<file path="config.mk">
export PLATFORM = sky130hd
export DESIGN_NAME = cfeb_link_mon_flat
export DESIGN_NICKNAME = d
export VERILOG_FILES = /design/src/rtl/cfeb_link_mon_if.sv /design/src/rtl/cfeb_link_mon.sv /design/src/flat_wrapper.sv
export SDC_FILE = /design/constraint.sdc
export NUM_CORES = 1
export LEC_CHECK = 0
export ABC_AREA = 0
export BUFFER_PORTS_ARGS = -buffer_cell sky130_fd_sc_hd__buf_2
export CAP_MARGIN = 20
export CELL_PAD_IN_SITES_DETAIL_PLACEMENT = 1
export CELL_PAD_IN_SITES_GLOBAL_PLACEMENT = 2
export CORE_AREA = 2 2 118 120
export DETAILED_ROUTE_END_ITERATION = 16
export DIE_AREA = 0 0 120 122
export GPL_TIMING_DRIVEN = 0
export PLACE_DENSITY_LB_ADDON = 0.1
export SLEW_MARGIN = 10
export SYNTH_ARGS = -nofsm -noshare
export SYNTH_HDL_FRONTEND = slang
export SYNTH_SLANG_ARGS = --single-unit
export TNS_END_PERCENT = 20
</file>
<file path="constraint.sdc">
create_clock -name clock -period 2.8 [get_ports clock]
set_input_delay 0.28 -clock clock [delete_from_list [all_inputs] [get_ports clock]]
set_output_delay 0.28 -clock clock [all_outputs]
set_load 0.02 [all_outputs]
</file>
<file path="src/rtl/cfeb_link_mon_if.sv">
// Per-CFEB link bus: decoder-side inputs, configuration/TTC controls and status outputs.
// The monitor takes the slave view; the driver of the link (decoder model / bench) takes master.
interface cfeb_link_mon_if;
  logic [7:0]  rx_kchar;
  logic        rx_kchar_valid;
  logic        rx_code_err;
  logic        fiber_enable;
  logic        ttc_resync;
  logic        err_cnt_clr;
  logic [7:0]  kchar;
  logic        link_good;
  logic        lt_trg_err;
  logic        sync_done;
  logic [15:0] err_cnt;

  modport master (
    output rx_kchar, rx_kchar_valid, rx_code_err, fiber_enable, ttc_resync, err_cnt_clr,
    input  kchar, link_good, lt_trg_err, sync_done, err_cnt
  );

  modport slave (
    input  rx_kchar, rx_kchar_valid, rx_code_err, fiber_enable, ttc_resync, err_cnt_clr,
    output kchar, link_good, lt_trg_err, sync_done, err_cnt
  );
endinterface

</file>
<file path="src/rtl/cfeb_link_mon.sv">
// DCFEB fiber monitor: frame qualification, DOWN/ACQUIRE/UP link FSM, FC50 marker phase check.
// Latency: all status outputs registered, 1 clock; no backpressure, one K-char slot per clock.
// CFEB_LINK_MON_ERR_CNT_EN enables the saturating error counter; otherwise err_cnt reads 0.
module cfeb_link_mon #(
  parameter int GOOD_CNT      = 8,
  parameter int BAD_CNT       = 4,
  parameter int WIN_LEN       = 64,
  parameter int MARKER_PERIOD = 128
) (
  input  logic            clock,
  input  logic            global_reset_n,
  cfeb_link_mon_if.slave  bus
);

  typedef enum logic [1:0] {DOWN = 2'd0, ACQUIRE = 2'd1, UP = 2'd2} state_t;

  localparam logic [7:0]  GOOD_LAST = 8'(GOOD_CNT);
  localparam logic [7:0]  BAD_LAST  = 8'(BAD_CNT);
  localparam logic [15:0] WIN_LAST  = 16'(WIN_LEN - 1);
  localparam logic [7:0]  PH_LAST   = 8'(MARKER_PERIOD - 1);

  state_t      state_q, state_d;
  logic [7:0]  good_cnt_q, good_cnt_d;
  logic [7:0]  bad_cnt_q, bad_cnt_d;
  logic [15:0] win_cnt_q, win_cnt_d;
  logic [7:0]  phase_q, phase_d;
  logic        marker_locked_q, marker_locked_d;
  logic        link_good_q, link_good_d;
  logic        lt_trg_err_q, lt_trg_err_d;
  logic        sync_done_q, sync_done_d;
  logic [7:0]  kchar_q, kchar_d;

  logic        good, fc, in_up, win_wrap;
  logic [7:0]  bad_base;

  assign good  = bus.rx_kchar_valid & ~bus.rx_code_err &
                 ((bus.rx_kchar == 8'hBC) | (bus.rx_kchar == 8'hFC));
  assign fc    = good & (bus.rx_kchar == 8'hFC);
  assign in_up = (state_q == UP);

  always_comb begin
    state_d    = state_q;
    good_cnt_d = good_cnt_q;
    win_cnt_d  = win_cnt_q;
    bad_cnt_d  = bad_cnt_q;
    win_wrap   = (win_cnt_q == WIN_LAST);
    bad_base   = win_wrap ? 8'd0 : bad_cnt_q;
    case (state_q)
      DOWN: begin
        if (good) begin
          state_d    = ACQUIRE;
          good_cnt_d = 8'd1;
        end
      end
      ACQUIRE: begin
        if (good) begin
          good_cnt_d = good_cnt_q + 8'd1;
          if (good_cnt_q + 8'd1 == GOOD_LAST) begin
            state_d    = UP;
            good_cnt_d = 8'd0;
            win_cnt_d  = 16'd0;
            bad_cnt_d  = 8'd0;
          end
        end else begin
          state_d    = DOWN;
          good_cnt_d = 8'd0;
        end
      end
      UP: begin
        // A bad frame on the wrap clock is the first one of the new window.
        win_cnt_d = win_wrap ? 16'd0 : win_cnt_q + 16'd1;
        bad_cnt_d = bad_base + {7'd0, ~good};
        if (~good && (bad_cnt_d == BAD_LAST)) begin
          state_d   = DOWN;
          win_cnt_d = 16'd0;
          bad_cnt_d = 8'd0;
        end
      end
      default: state_d = DOWN;
    endcase
    if (~bus.fiber_enable) begin
      state_d    = DOWN;
      good_cnt_d = 8'd0;
      win_cnt_d  = 16'd0;
      bad_cnt_d  = 8'd0;
    end
  end

  always_comb begin
    marker_locked_d = marker_locked_q;
    phase_d         = phase_q;
    lt_trg_err_d    = 1'b0;
    if (in_up) begin
      if (marker_locked_q) begin
        lt_trg_err_d = fc ? (phase_q != PH_LAST) : (phase_q == PH_LAST);
        phase_d      = (fc || (phase_q == PH_LAST)) ? 8'd0 : phase_q + 8'd1;
      end else if (fc) begin
        marker_locked_d = 1'b1;
        phase_d         = 8'd0;
      end
      // Resync beats a coincident first FC; search resumes once it drops.
      if (bus.ttc_resync) begin
        marker_locked_d = 1'b0;
        phase_d         = 8'd0;
        lt_trg_err_d    = 1'b0;
      end
    end
    if (state_d != UP) begin
      marker_locked_d = 1'b0;
      phase_d         = 8'd0;
    end
    sync_done_d = ~bus.fiber_enable | marker_locked_d;
    link_good_d = (state_d == UP);
    kchar_d     = bus.rx_kchar;
  end

  always_ff @(posedge clock or negedge global_reset_n) begin
    if (!global_reset_n) begin
      state_q         <= DOWN;
      good_cnt_q      <= 8'd0;
      bad_cnt_q       <= 8'd0;
      win_cnt_q       <= 16'd0;
      phase_q         <= 8'd0;
      marker_locked_q <= 1'b0;
      link_good_q     <= 1'b0;
      lt_trg_err_q    <= 1'b0;
      sync_done_q     <= 1'b0;
      kchar_q         <= 8'h00;
    end else begin
      state_q         <= state_d;
      good_cnt_q      <= good_cnt_d;
      bad_cnt_q       <= bad_cnt_d;
      win_cnt_q       <= win_cnt_d;
      phase_q         <= phase_d;
      marker_locked_q <= marker_locked_d;
      link_good_q     <= link_good_d;
      lt_trg_err_q    <= lt_trg_err_d;
      sync_done_q     <= sync_done_d;
      kchar_q         <= kchar_d;
    end
  end

  assign bus.kchar      = kchar_q;
  assign bus.link_good  = link_good_q;
  assign bus.lt_trg_err = lt_trg_err_q;
  assign bus.sync_done  = sync_done_q;

`ifdef CFEB_LINK_MON_ERR_CNT_EN
  logic [15:0] err_cnt_q, err_cnt_d;
  logic [1:0]  err_inc;
  logic [16:0] err_sum;

  always_comb begin
    err_inc   = {1'b0, in_up & ~good} + {1'b0, lt_trg_err_d};
    err_sum   = {1'b0, err_cnt_q} + {15'd0, err_inc};
    err_cnt_d = err_sum[16] ? 16'hFFFF : err_sum[15:0];
    if (bus.err_cnt_clr || bus.ttc_resync) err_cnt_d = 16'd0;
  end

  always_ff @(posedge clock or negedge global_reset_n) begin
    if (!global_reset_n) err_cnt_q <= 16'd0;
    else                 err_cnt_q <= err_cnt_d;
  end

  assign bus.err_cnt = err_cnt_q;
`else
  logic unused_err_cnt_clr;
  assign unused_err_cnt_clr = bus.err_cnt_clr;
  assign bus.err_cnt        = 16'h0000;
`endif

endmodule

</file>
<file path="src/flat_wrapper.sv">
// flat-port wrapper written by rule: the top's interface ports become plain ports
module cfeb_link_mon_flat 
#(
  parameter int GOOD_CNT      = 8,
  parameter int BAD_CNT       = 4,
  parameter int WIN_LEN       = 64,
  parameter int MARKER_PERIOD = 128
)
  (clock, global_reset_n, bus_rx_kchar, bus_rx_kchar_valid, bus_rx_code_err, bus_fiber_enable, bus_ttc_resync, bus_err_cnt_clr, bus_kchar, bus_link_good, bus_lt_trg_err, bus_sync_done, bus_err_cnt);
  cfeb_link_mon_if bus_i ();
  input  logic clock;
  input  logic global_reset_n;
  input wire logic [$bits(bus_i.rx_kchar)-1:0] bus_rx_kchar;
  input wire logic [$bits(bus_i.rx_kchar_valid)-1:0] bus_rx_kchar_valid;
  input wire logic [$bits(bus_i.rx_code_err)-1:0] bus_rx_code_err;
  input wire logic [$bits(bus_i.fiber_enable)-1:0] bus_fiber_enable;
  input wire logic [$bits(bus_i.ttc_resync)-1:0] bus_ttc_resync;
  input wire logic [$bits(bus_i.err_cnt_clr)-1:0] bus_err_cnt_clr;
  output wire logic [$bits(bus_i.kchar)-1:0] bus_kchar;
  output wire logic [$bits(bus_i.link_good)-1:0] bus_link_good;
  output wire logic [$bits(bus_i.lt_trg_err)-1:0] bus_lt_trg_err;
  output wire logic [$bits(bus_i.sync_done)-1:0] bus_sync_done;
  output wire logic [$bits(bus_i.err_cnt)-1:0] bus_err_cnt;
  assign bus_i.rx_kchar = bus_rx_kchar;
  assign bus_i.rx_kchar_valid = bus_rx_kchar_valid;
  assign bus_i.rx_code_err = bus_rx_code_err;
  assign bus_i.fiber_enable = bus_fiber_enable;
  assign bus_i.ttc_resync = bus_ttc_resync;
  assign bus_i.err_cnt_clr = bus_err_cnt_clr;
  assign bus_kchar = bus_i.kchar;
  assign bus_link_good = bus_i.link_good;
  assign bus_lt_trg_err = bus_i.lt_trg_err;
  assign bus_sync_done = bus_i.sync_done;
  assign bus_err_cnt = bus_i.err_cnt;
  cfeb_link_mon #(.GOOD_CNT(GOOD_CNT), .BAD_CNT(BAD_CNT), .WIN_LEN(WIN_LEN), .MARKER_PERIOD(MARKER_PERIOD)) u_core (.clock(clock), .global_reset_n(global_reset_n), .bus(bus_i));
endmodule
</file>
Yosys cells after proc, flatten, opt, wreduce, memory -nomap -nowiden
Index checks and enable logic that the tools add are counted.
{ "totals": {"regBits": 54, "in_bits": 15, "elab_cells": 84} }
{ "op_classes": {"n_addsub": 4, "eq_ne": 16, "muxes": 38, "bitwise_logic": 8, "reduce_logical": 8} }
{ "op_table": {"columns": ["op", "count"], "rows": [
  ["8-bit two-way mux", 15],
  ["16-bit two-way mux", 5],
  ["16-bit one-hot mux with 2 select lines", 1],
  ["8-bit one-hot mux with 2 select lines", 2],
  ["16-bit by 1-bit adder with 16-bit output, second input constant", 1],
  ["8-bit by 1-bit adder with 8-bit output, second input constant", 2],
  ["16-bit by 6-bit == test with 1-bit output, second input constant", 1],
  ["8-bit == test, second input constant", 2],
  ["2-bit two-way mux", 5],
  ["1-bit two-way mux", 9],
  ["3-bit by 2-bit != test with 1-bit output, second input constant", 3],
  ["8-bit by 1-bit adder with 8-bit output", 1],
  ["8-bit by 3-bit == test with 1-bit output, second input constant", 1],
  ["8-bit by 4-bit == test with 1-bit output, second input constant", 1],
  ["8-bit by 7-bit == test with 1-bit output, second input constant", 1],
  ["8-bit by 7-bit != test with 1-bit output, second input constant", 1],
  ["3-bit by 1-bit != test with 1-bit output, second input constant", 2],
  ["2-bit one-hot mux with 3 select lines", 1],
  ["2-bit == test, second input constant", 2],
  ["2-bit AND reduction", 2],
  ["4-bit nonzero test", 1],
  ["1-bit bitwise AND", 3],
  ["1-bit inverter", 3],
  ["3-bit AND reduction", 1],
  ["7 further kinds", 8]
]} }

Longest topological paths before layout
{ "depth": {"word_depth": 13, "mapped_depth": 14, "mapped_depth_nobuf": 11} }

Worst setup path after synthesis
No wires, ideal clock.
{ "synth_path": {"path_type": "register to register", "from": "reg u_core.win_cnt_q[0]", "to": "reg u_core.marker_locked_q", "arrival_time_ns": 2.641, "path_slack_ns": 0.036, "path_stages_with_launch": 12, "synth_period_minus_slack_ns": 2.764, "cell_sequence": "dfrtp_1 ha_1 and3_1 and4_4 buf_6 nor2b_1 ha_1 ha_1 or4_4 o221ai_2 buf_6 nor2_1"} }
{ "synth_between": {"elab_chain_len": 10} }
{ "synth_rtl": {"columns": ["item", "line", "rtl"], "rows": [
  ["from (decl)", "cfeb_link_mon.sv:25", "logic [15:0] win_cnt_q, win_cnt_d;"],
  ["from (signal assigned)", "cfeb_link_mon.sv:133", "win_cnt_q <= win_cnt_d;"],
  ["16-bit by 6-bit == test with 1-bit output", "cfeb_link_mon.sv:46", "win_wrap = (win_cnt_q == WIN_LAST);"],
  ["8-bit two-way mux", "cfeb_link_mon.sv:47", "bad_base = win_wrap ? 8'd0 : bad_cnt_q;"],
  ["8-bit by 1-bit adder with 8-bit output", "cfeb_link_mon.sv:72", "bad_cnt_d = bad_base + {7'd0, ~good};"],
  ["8-bit by 3-bit == test with 1-bit output", "cfeb_link_mon.sv:73", "if (~good && (bad_cnt_d == BAD_LAST)) begin"],
  ["1-bit logical AND", "cfeb_link_mon.sv:73", null],
  ["2-bit two-way mux", "cfeb_link_mon.sv:73", null],
  ["2-bit one-hot mux with 3 select lines", "cfeb_link_mon.sv:48", "case (state_q)"],
  ["2-bit two-way mux", "cfeb_link_mon.sv:81", "if (~bus.fiber_enable) begin"],
  ["2-bit != test", "cfeb_link_mon.sv:108", "if (state_d != UP) begin"],
  ["1-bit two-way mux", "cfeb_link_mon.sv:108", null],
  ["via u_core.marker_locked_d", "cfeb_link_mon.sv:27", "logic marker_locked_q, marker_locked_d;"],
  ["to (signal assigned)", "cfeb_link_mon.sv:135", "marker_locked_q <= marker_locked_d;"],
  ["to (decl)", "cfeb_link_mon.sv:27", null]
]} }
The timed path passes the listed nets, and every way through them passes these cells.
A chain may end at the register's enable or synchronous reset.

Final worst setup path
{ "layout_path": {"from": "reg u_core.win_cnt_q[10]", "to": "reg u_core.marker_locked_q"} }
The elaborated chain is that of the path after synthesis.

==> run metrics <==
commonest non-fill, non-tap cells in the layout dfrtp_1, nand3_1, buf_4; post-synthesis cell type count 62; final hold violations 0; relative slew slack between 40% and 50%; Crit path top cell by count buf_6; average instance area after synthesis 9.057 sq um; Clock Tree Buf Depth 2; synthesized area 3261 sq um; Critical path origin u_core.win_cnt_q[10]; Initial Util around a quarter; Power Total 1562 uW; row count 43; Post-Syn Instances 360; Tmin final roughly 2700 ps; CTS Root Cell clkbuf_16; post-synthesis sequential area ratio 41.44%; global route overflow 0; Setup crit start kind register; vias per cell 4.850; num ports 42; maximum vdd ir drop 0.0002164 V; Die Ht 122 um; dominant synthesized flop cell dfrtp_1; dpl cells slightly below 600; Die ar. roughly 15,000 sq um; Async SR Flop Fraction 100.0%; Leak 0.001662 uW; unrepaired setup endpoints after global routing yes; Worst EP arrival ~2900 ps; Core ar. 13,500 sq um; commonest non-fill, non-tap cell in the layout dfrtp_1; CP required 2990 ps; CTS H-tree depth 2; Setup Viol. Count Final 0; first-pass iteration count of the detailed router 4; Slew Limit Fails 0; clk slew on worst S/H paths 80 ps; post-synth top area share 41.44%; CP peak stage delay 480 ps; status finished, final reports clean; multi-input logic area 1798 sq um; layout net count 439; Area contributors post-synth dfrtp_1, nand3_1, buf_4, a31oi_1, nand2_1; Port Buf Inserts 24; GPL Wtd Cong 0.7673; Num CTS Buffers 5; DRC 0; Pwr Density 387.9 nW/um^2; Setup TNS 0 ps; Clock Skews approximately 7 ps; placed inst area 3665 sq um; post-route ant nets 0; largest net degree at the start of global routing 55; first-pass GRT wire length approximately 16,000 um; WS Path Type reg2reg; ant diodes 0; routed wire length 9655 um; Final Cycle Share 95.84%; CP Cell Sequence nor4_4 -> and4_4 -> nor2b_4 -> ha_4 -> buf_6 -> nand3b_1 -> a31oi_2 -> or4_4 -> o221ai_4 -> buf_6 -> nor2_1; Iter 0 DRT Violations 108; Synth Warn # 0; Critical-path top delay cell or4_4; Slew @ Worst Pin 762.0 ps; # clock sinks between 50 and 60; GRT Total Usage 14.07%; Fmax achieved roughly 0.37 GHz; TritonCTS clock tree built; hold_ws 52.92 ps; Worst Hold Class in2async; max_cap viols 0; Synth Register Bits 54; Non-Filler Instances 599; critical-path maximum fanout 5; P&R area growth vs syn 23.48%; number of global-route vias before repair 3,021; register area 1360 sq um; Register-to-Register Path Depth 11; Synth area leader dfrtp_1; fillers ~1,600; worst skew pair latency a little over 300 ps; Routed WL per cell 16.12 um; antenna violations before repair 0; fraction of layout cells with a size suffix above 1 26.49%; hpwl dp 6533 um; reg2reg start u_core.win_cnt_q[10]; via count 2,905; Die X 120 um; Finished Cell Area a little over 4000 sq um; Post-synth EDFFs 0; CP Capture Type register
power by group:
part / switching (uW) / internal [uW]
combinational: 67.7 / 32.1
clock: 334 / 341
sequential: 1.16 / 785
total: 403 / 1160
cell type report:
type	count	area share, %
clock buffer	5	3.108
buffer	35	5.811
multi-input combinational	277	44.65
inverter	8	0.7458
sequential	54	33.78
tap	180	5.594
timing repair buffer	37	5.656
clock inverter	3	0.6526
through the flow:
stage          setup WS, ps  utilization, %
4_1_cts               10.85           29.34
6_report              116.6           29.82
5_1_grt              -54.79           29.82
3_5_place_dp         -438.7           27.14
3_3_place_gp         -372.2           27.12
2_1_floorplan         35.77               -
worst max-delay path, delay by kind of cell, from the launching register on:
kind	cells	cell delay, ps
AO/OA/AOI/OAI	2	310
adder cells (fa/ha/maj)	1	170
buffers and inverters	2	280
flip-flops	1	460
AND/OR/NAND/NOR	6	1330
final timing paths:
kind                                           to  slack, ps
max in group asynchronous     u_core.win_cnt_q[8]       2210
min in group clock            u_core.bus.kchar[7]         90
hold / removal                  u_core.phase_q[1]         50
setup / recovery           u_core.marker_locked_q        120
setup reg to reg           u_core.marker_locked_q        120
hold reg to reg               u_core.bad_cnt_q[7]        490
cell families (layout without fill, tap and decap cells):
kind of cell               Yosys count  count (layout)  share of synthesized area [%]
and+or+nand+nor                    168             168                          29.43
AOI/OAI and AO/OA                   82              82                          16.96
DFF                                 54              54                          41.44
buffers and inverters               44              88                          8.135
adders and majority gates            6               6                          2.302
muxes                                3               3                          1.074
xor gates and xnor gates             2               2                         0.5373
other                                1              16                         0.1150
repair_timing:
item	CTS	global route
hold buffers	0	0
gates cloned	1	0
gates resized for setup	23	8
endpoints found under the hold margin	0	0
setup buffers	8	4
setup endpoints to repair	32	32
pin swaps	5	2
state kept, by name, indices dropped and copies added (netlist names):
name,count
u_core.win_cnt_q,16
u_core.bad_cnt_q,8
u_core.bus.kchar,8
u_core.good_cnt_q,8
u_core.phase_q,8
u_core.state_q,2
u_core.bus.link_good,1
u_core.bus.lt_trg_err,1
u_core.bus.sync_done,1
u_core.marker_locked_q,1
synthesized netlist by cell type (4+ instances only):
master    instances
dfrtp_1          54
nand3_1          40
nand2_1          29
nor2_1           23
o21ai_0          21
a31oi_1          20
buf_4            18
a21oi_1          10
nand4_1          10
nor2b_1           9
buf_2             7
nor4_1            7
and3_1            6
clkbuf_1          6
ha_1              6
inv_1             6
nor3_1            6
a21oi_2           5
and2_1            5
a21boi_0          4
nand4b_1          4
o211ai_1          4
or4_1             4
metal layers:
metal,wire [um],share of wire [%],vias up,track usage (%)
li1,-,-,1415,-
met3,328,3.4,7,2.762
met2,4866,50,35,24.82
met1,4365,45,1448,17.64
met4,94,0.97,0,3.456
met5,0,0,-,0
(Power assumes the default switching activity.)
